**src/rtl/comb_filter_ctrl_if.sv**
```systemverilog
// Signal bundle between the comb-filter sequencer, its upstream/downstream
// sample streams and the clock-enabled comb filter it drives.
interface comb_filter_ctrl_if #(
  parameter int unsigned BIT_WIDTH = 16
) ();
  logic                 enable;
  logic                 cfg_strobe;
  logic                 cfg_bypass;
  logic                 in_strobe;
  logic [BIT_WIDTH-1:0] i_in;
  logic [BIT_WIDTH-1:0] q_in;
  logic                 filt_ce;
  logic                 filt_reset;
  logic [BIT_WIDTH-1:0] filt_i;
  logic [BIT_WIDTH-1:0] filt_q;
  logic [BIT_WIDTH-1:0] filt_i_out;
  logic [BIT_WIDTH-1:0] filt_q_out;
  logic                 out_strobe;
  logic [BIT_WIDTH-1:0] i_out;
  logic [BIT_WIDTH-1:0] q_out;
  logic [1:0]           state;
  logic                 dropped;

  modport master (
    output enable, cfg_strobe, cfg_bypass, in_strobe, i_in, q_in, filt_i_out, filt_q_out,
    input  filt_ce, filt_reset, filt_i, filt_q, out_strobe, i_out, q_out, state, dropped
  );

  modport slave (
    input  enable, cfg_strobe, cfg_bypass, in_strobe, i_in, q_in, filt_i_out, filt_q_out,
    output filt_ce, filt_reset, filt_i, filt_q, out_strobe, i_out, q_out, state, dropped
  );
endinterface

```
**src/rtl/comb_filter_ctrl.sv**
```systemverilog
// Sequencer for a clock-enabled I/Q comb filter: flushes its unreset history with
// zeros, discards settling samples, then streams output (or bypasses the filter).
module comb_filter_ctrl #(
  parameter int unsigned BIT_WIDTH  = 16,
  parameter int unsigned FLUSH_LEN  = 1024,
  parameter int unsigned SETTLE_LEN = 16
) (
  input logic               clock,
  input logic               reset,
  comb_filter_ctrl_if.slave bus
);

  typedef enum logic [1:0] {
    StIdle   = 2'd0,
    StFlush  = 2'd1,
    StSettle = 2'd2,
    StRun    = 2'd3
  } state_e;

  localparam logic [15:0] FlushLast  = 16'(FLUSH_LEN);
  localparam logic [15:0] SettleLast = 16'(SETTLE_LEN - 1);

  state_e      state_q, state_d;
  logic        bypass_q, bypass_d;
  logic [15:0] cnt_q, cnt_d;
  logic        dropped_q, dropped_d;

  logic                 s1_valid_q, s1_bypass_q;
  logic [BIT_WIDTH-1:0] s1_i_q, s1_q_q;
  logic                 out_strobe_q;
  logic [BIT_WIDTH-1:0] i_out_q, q_out_q;

  logic                 filt_ce, filt_reset, accept;
  logic [BIT_WIDTH-1:0] filt_i, filt_q;

  always_ff @(posedge clock) begin
    if (reset) begin
      state_q   <= StIdle;
      bypass_q  <= 1'b0;
      cnt_q     <= '0;
      dropped_q <= 1'b0;
    end else begin
      state_q   <= state_d;
      bypass_q  <= bypass_d;
      cnt_q     <= cnt_d;
      dropped_q <= dropped_d;
    end
  end

  always_comb begin
    state_d  = state_q;
    cnt_d    = cnt_q;
    bypass_d = bus.cfg_strobe ? bus.cfg_bypass : bypass_q;
    if (!bus.enable) begin
      state_d = StIdle;
      cnt_d   = '0;
    end else if (bus.cfg_strobe && state_q != StIdle) begin
      state_d = bus.cfg_bypass ? StRun : StFlush;
      cnt_d   = '0;
    end else begin
      unique case (state_q)
        StIdle: begin
          state_d = bypass_q ? StRun : StFlush;
          cnt_d   = '0;
        end
        StFlush: begin
          // cnt_q == 0 is the filter-reset cycle; 1..FLUSH_LEN are zero-fill cycles
          if (cnt_q == FlushLast) begin
            state_d = StSettle;
            cnt_d   = '0;
          end else begin
            cnt_d = cnt_q + 16'd1;
          end
        end
        StSettle: begin
          if (bus.in_strobe) begin
            if (cnt_q == SettleLast) begin
              state_d = StRun;
              cnt_d   = '0;
            end else begin
              cnt_d = cnt_q + 16'd1;
            end
          end
        end
        StRun: ;
        default: ;
      endcase
    end
  end

  // Set wins over the cfg_strobe clear
  always_comb begin
    dropped_d = dropped_q & ~bus.cfg_strobe;
    if (bus.enable && bus.in_strobe && (state_q == StIdle || state_q == StFlush)) begin
      dropped_d = 1'b1;
    end
  end

  always_comb begin
    filt_reset = 1'b0;
    filt_ce    = 1'b0;
    filt_i     = '0;
    filt_q     = '0;
    unique case (state_q)
      StFlush: begin
        filt_reset = (cnt_q == 16'd0);
        filt_ce    = (cnt_q != 16'd0);
      end
      StSettle, StRun: begin
        filt_i  = bus.i_in;
        filt_q  = bus.q_in;
        filt_ce = bus.in_strobe & ~bypass_q;
      end
      default: ;
    endcase
  end

  assign accept = (state_q == StRun) && bus.in_strobe;

  // Stage 1 waits for the filter output register; stage 2 picks filter or bypass data.
  always_ff @(posedge clock) begin
    if (reset) begin
      s1_valid_q   <= 1'b0;
      s1_bypass_q  <= 1'b0;
      s1_i_q       <= '0;
      s1_q_q       <= '0;
      out_strobe_q <= 1'b0;
      i_out_q      <= '0;
      q_out_q      <= '0;
    end else begin
      s1_valid_q   <= accept;
      out_strobe_q <= s1_valid_q;
      if (accept) begin
        s1_bypass_q <= bypass_q;
        s1_i_q      <= bus.i_in;
        s1_q_q      <= bus.q_in;
      end
      if (s1_valid_q) begin
        i_out_q <= s1_bypass_q ? s1_i_q : bus.filt_i_out;
        q_out_q <= s1_bypass_q ? s1_q_q : bus.filt_q_out;
      end
    end
  end

  assign bus.filt_ce    = filt_ce;
  assign bus.filt_reset = filt_reset;
  assign bus.filt_i     = filt_i;
  assign bus.filt_q     = filt_q;
  assign bus.out_strobe = out_strobe_q;
  assign bus.i_out      = i_out_q;
  assign bus.q_out      = q_out_q;
  assign bus.state      = state_q;
  assign bus.dropped    = dropped_q;

endmodule

```
**src/flat_wrapper.sv**
```systemverilog
// flat-port wrapper written by rule: the top's interface ports become plain ports
module comb_filter_ctrl_flat 
#(
  parameter int unsigned BIT_WIDTH  = 16,
  parameter int unsigned FLUSH_LEN  = 1024,
  parameter int unsigned SETTLE_LEN = 16
)
  (clock, reset, bus_enable, bus_cfg_strobe, bus_cfg_bypass, bus_in_strobe, bus_i_in, bus_q_in, bus_filt_i_out, bus_filt_q_out, bus_filt_ce, bus_filt_reset, bus_filt_i, bus_filt_q, bus_out_strobe, bus_i_out, bus_q_out, bus_state, bus_dropped);
  comb_filter_ctrl_if #(.BIT_WIDTH(BIT_WIDTH)) bus_i ();
  input logic clock;
  input logic reset;
  input wire logic [$bits(bus_i.enable)-1:0] bus_enable;
  input wire logic [$bits(bus_i.cfg_strobe)-1:0] bus_cfg_strobe;
  input wire logic [$bits(bus_i.cfg_bypass)-1:0] bus_cfg_bypass;
  input wire logic [$bits(bus_i.in_strobe)-1:0] bus_in_strobe;
  input wire logic [$bits(bus_i.i_in)-1:0] bus_i_in;
  input wire logic [$bits(bus_i.q_in)-1:0] bus_q_in;
  input wire logic [$bits(bus_i.filt_i_out)-1:0] bus_filt_i_out;
  input wire logic [$bits(bus_i.filt_q_out)-1:0] bus_filt_q_out;
  output wire logic [$bits(bus_i.filt_ce)-1:0] bus_filt_ce;
  output wire logic [$bits(bus_i.filt_reset)-1:0] bus_filt_reset;
  output wire logic [$bits(bus_i.filt_i)-1:0] bus_filt_i;
  output wire logic [$bits(bus_i.filt_q)-1:0] bus_filt_q;
  output wire logic [$bits(bus_i.out_strobe)-1:0] bus_out_strobe;
  output wire logic [$bits(bus_i.i_out)-1:0] bus_i_out;
  output wire logic [$bits(bus_i.q_out)-1:0] bus_q_out;
  output wire logic [$bits(bus_i.state)-1:0] bus_state;
  output wire logic [$bits(bus_i.dropped)-1:0] bus_dropped;
  assign bus_i.enable = bus_enable;
  assign bus_i.cfg_strobe = bus_cfg_strobe;
  assign bus_i.cfg_bypass = bus_cfg_bypass;
  assign bus_i.in_strobe = bus_in_strobe;
  assign bus_i.i_in = bus_i_in;
  assign bus_i.q_in = bus_q_in;
  assign bus_i.filt_i_out = bus_filt_i_out;
  assign bus_i.filt_q_out = bus_filt_q_out;
  assign bus_filt_ce = bus_i.filt_ce;
  assign bus_filt_reset = bus_i.filt_reset;
  assign bus_filt_i = bus_i.filt_i;
  assign bus_filt_q = bus_i.filt_q;
  assign bus_out_strobe = bus_i.out_strobe;
  assign bus_i_out = bus_i.i_out;
  assign bus_q_out = bus_i.q_out;
  assign bus_state = bus_i.state;
  assign bus_dropped = bus_i.dropped;
  comb_filter_ctrl #(.BIT_WIDTH(BIT_WIDTH), .FLUSH_LEN(FLUSH_LEN), .SETTLE_LEN(SETTLE_LEN)) u_core (.clock(clock), .reset(reset), .bus(bus_i));
endmodule
```
**config.mk**
```make
export PLATFORM = sky130hd
export DESIGN_NAME = comb_filter_ctrl_flat
export DESIGN_NICKNAME = d
export VERILOG_FILES = /design/src/rtl/comb_filter_ctrl_if.sv /design/src/rtl/comb_filter_ctrl.sv /design/src/flat_wrapper.sv
export SDC_FILE = /design/constraint.sdc
export NUM_CORES = 1
export LEC_CHECK = 0
export ABC_CLOCK_PERIOD_IN_PS = 2600
export BUFFER_PORTS_ARGS = -buffer_cell sky130_fd_sc_hd__clkbuf_2
export CORE_UTILIZATION = 51
export CTS_BUF_LIST = sky130_fd_sc_hd__clkbuf_4 sky130_fd_sc_hd__clkbuf_8
export DETAILED_ROUTE_END_ITERATION = 10
export PLACE_DENSITY = 0.82
export SLEW_MARGIN = 15
export SYNTH_ARGS = -nofsm -noshare
export SYNTH_HDL_FRONTEND = slang
export SYNTH_SLANG_ARGS = --single-unit
```
**constraint.sdc**
```tcl
create_clock -name clock -period 2.6 [get_ports clock]
set_clock_uncertainty 0.15 [all_clocks]
set_input_delay 0.26 -clock clock [delete_from_list [all_inputs] [get_ports clock]]
set_output_delay 0.26 -clock clock [all_outputs]
set_load 0.02 [all_outputs]
```
==> results.json <==
{
  "synth_top_area_share_pct": 44.2,
  "worst_hold_path_type": "in -> reg",
  "place_congestion": 0.825,
  "ys_ff_latch": 87,
  "grt_max_degree": 70,
  "worstHoldStart": "bus_i_in[13]",
  "hold_violations": 0,
  "fmaxAchievable_mhz": 433,
  "arrival_ps": 1900,
  "grt_pass1_wl_um": 17200,
  "crit_slowest_cell": "dfxtp_2",
  "syn_to_final_growth_pct": 30.3,
  "syn_area_um2": 3940,
  "layout_commonest_cell": "clkbuf_2",
  "syn_avg_cell_area_um2": 8.61,
  "p_int_uw": 2220,
  "fin_setup_tns_ps": 0,
  "synth_nets": 534,
  "numCtsBuffers": 9,
  "holdPathEnd": "u_core.s1_i_q[13]",
  "slew_viol_final": 0,
  "r2r_slack_ps": 530,
  "nNetsFinal": 683,
  "clock_power_share_pct": 24.9,
  "synth_cells": 457,
  "drive_above_1_share_pct": 28.3,
  "yosysSeqAreaShare_pct": 44.2,
  "holdPathStages": 3,
  "timing.hold.ws_ps": 8.32,
  "grt_pass1_vias": 3736,
  "drv_cap": 0,
  "postCtsSetupRepairBufs": 0,
  "cts_sinks": 87,
  "dp_slack_ps": 456,
  "io_buffer_count": 139,
  "final_cell_mix": "clkbuf_2, dfxtp_1, nand2_1, nor2_1, a21oi_1",
  "finalCriticalPeriod_ps": 2310,
  "first_pass_iters": 5,
  "rsz0062_at_grt": "no",
  "combPwrFrac_pct": 35.3,
  "worstSkewPairLatency_ps": 350,
  "ys_warn_count": 0,
  "num_vias": 3771,
  "htreeDepth": 3,
  "status": "complete, no violations",
  "num_rows": 31,
  "hpwl_um": 6920,
  "end_kind": "primary output",
  "synth.distinct_cells": 32,
  "setup_ws_ps": 288,
  "fill_cells": 598,
  "clk_pin_slew_worst_paths_ps": 90,
  "switching_share_pct": 38.6,
  "critPathMaxStageDelay_ps": 420,
  "crit_chain": "inv_1 -> ha_1 -> nor2_2 -> buf_4 -> nor3b_1 -> a21oi_1 -> nor2_1 -> clkbuf_2",
  "core_um2": 7370,
  "tightestPinTransition_ps": 692,
  "p_per_area_nw_per_um2": 705,
  "power.switching_uw": 1390,
  "reg2reg_depth": 7,
  "final.period_utilization_pct": 88.9,
  "fp.dieH_um": 89.9,
  "wl_per_cell_um": 14.4,
  "start_kind": "flop",
  "cp_max_fo": 16,
  "peakVddDrop_mv": 0.617,
  "drt_iter0_drc": 188,
  "grtUsageTotal_pct": 26.1,
  "antenna_found_initial": 0,
  "setup_viol": 0,
  "critPathRequiredTime_ps": 2190,
  "viasPerCell": 5.31,
  "relSlewSlack_pct": 53.9,
  "num_io_pins": 140,
  "n_antenna_cell": 0,
  "totalWireLength_um": 10200,
  "root_buffer": "clkbuf_8",
  "synth_largest_area_cell": "dfxtp_1",
  "dieArea_um2": 8070,
  "clk_path_buf_depth": 2,
  "p_leak_uw": 0.00200,
  "drc_errors": 0,
  "critPathKind": "reg -> out",
  "seq_power_share_pct": 39.9,
  "r2r-end": "u_core.cnt_q[5]",
  "r2r-start": "u_core.cnt_q[0]",
  "cts_tree": "yes",
  "start_util_pct": 53.4,
  "grt_overflow": 0,
  "antenna_left": 0,
  "chipWidth_um": 89.9,
  "synth_area_leaders": "dfxtp_1, mux2i_1, nand2_1"
}
==> sequential cells by signal (all words and copies together) (netlist names) <==
name / cells
u_core.bus.state: 2
u_core.s1_valid_q: 1
u_core.bus.i_out: 16
u_core.cnt_q: 16
u_core.s1_bypass_q: 1
u_core.bus.dropped: 1
u_core.s1_q_q: 16
u_core.s1_i_q: 16
u_core.bus.out_strobe: 1
u_core.bypass_q: 1
u_core.bus.q_out: 16
==> critical path, delay by kind of cell (launching register included) <==
kind	cells	cell delay [ps]
flops	1	420
buf+inv	3	470
compound gates	1	120
fa+ha+maj	1	250
simple gates	3	280
==> worst max path at each step <==
stage | start | end
floorplan | u_core.bus.state[0] | u_core.cnt_q[12]
global placement | u_core.bus.state[0] | u_core.cnt_q[2]
detailed placement | u_core.bus.state[0] | u_core.cnt_q[10]
CTS | u_core.bus.state[0] | bus_filt_ce
global route | u_core.bus.state[1] | bus_filt_ce
finish | u_core.bus.state[0] | bus_filt_ce
==> final cells by class <==
| cell class | instances | area, µm² | share of cell area, % |
|---|---|---|---|
| repair buffers | 172 | 1020 | 19.8 |
| clock buffers | 10 | 138 | 2.68 |
| multi-input cells | 330 | 2030 | 39.6 |
| clock inverters | 6 | 51.3 | 1.00 |
| flip-flops and latches | 87 | 1750 | 34.0 |
| inverters | 6 | 22.5 | 0.439 |
| well taps | 99 | 124 | 2.42 |
==> per-layer routing <==
layer / global-route usage [%] / vias to the layer above / part of all wire, %
met5: 0 / - / 0
met4: 8.33 / 0 / 2.1
met3: 5.33 / 19 / 4.3
met2: 46.9 / 102 / 52
met1: 31.0 / 1781 / 42
li1: - / 1869 / -
==> cell families after synthesis <==
group / synth area share, %
and+or+nand+nor: 24.7
muxes: 8.90
xor gates and xnor gates: 3.34
buffers and inverters: 4.23
DFF: 44.2
adders and majority gates: 2.22
AOI/OAI and AO/OA: 12.4
==> repair_timing <==
action	4_1_cts	5_1_grt
resized for setup	0	1
hold buffers	24	0
hold endpoints to repair	24	0
endpoints found under the setup margin	0	1
==> power by group through the flow <==
stage	combinational, µW	sequential [µW]	clock (µW)
finish	1270	1440	899
global route	1400	1450	981
CTS	1270	1440	907
detailed placement	1230	1470	0
global placement	1200	1460	0
floorplan	827	1490	0
==> cell usage after synthesis <==
| cell | number |
|---|---|
| a2111oi_2 | 1 |
| a211oi_1 | 34 |
| a21oi_1 | 36 |
| a22oi_2 | 1 |
| a311oi_1 | 1 |
| and2_1 | 3 |
| and3_1 | 3 |
| and4_1 | 6 |
| buf_1 | 2 |
| buf_2 | 4 |
| buf_4 | 1 |
| buf_6 | 1 |
| clkbuf_1 | 26 |
| dfxtp_1 | 87 |
| ha_1 | 7 |
| inv_1 | 6 |
| mux2i_1 | 35 |
| nand2_1 | 70 |
| nand2b_1 | 4 |
| nand3_1 | 2 |
| nand4_1 | 10 |
| nor2_1 | 40 |
| nor2b_1 | 34 |
| nor3_1 | 19 |
| nor3b_1 | 3 |
| nor4_1 | 1 |
| nor4_2 | 2 |
| nor4b_1 | 1 |
| o211ai_1 | 1 |
| o21a_2 | 1 |
| xnor2_1 | 3 |
| xor2_1 | 12 |
==> metrics by stage <==
| stage | cells | power, µW | utilization, % | cell area, µm² |
|---|---|---|---|---|
| floorplan | 457 | 2320 | - | 3940 |
| finish | 710 | 3610 | 69.6 | 5130 |
| global placement | 670 | 2660 | 63.7 | 4700 |
| detailed placement | 670 | 2700 | 63.7 | 4700 |
| CTS | 710 | 3610 | 69.6 | 5130 |
| global route | 710 | 3830 | 69.6 | 5130 |
(Power assumes the default switching activity.)
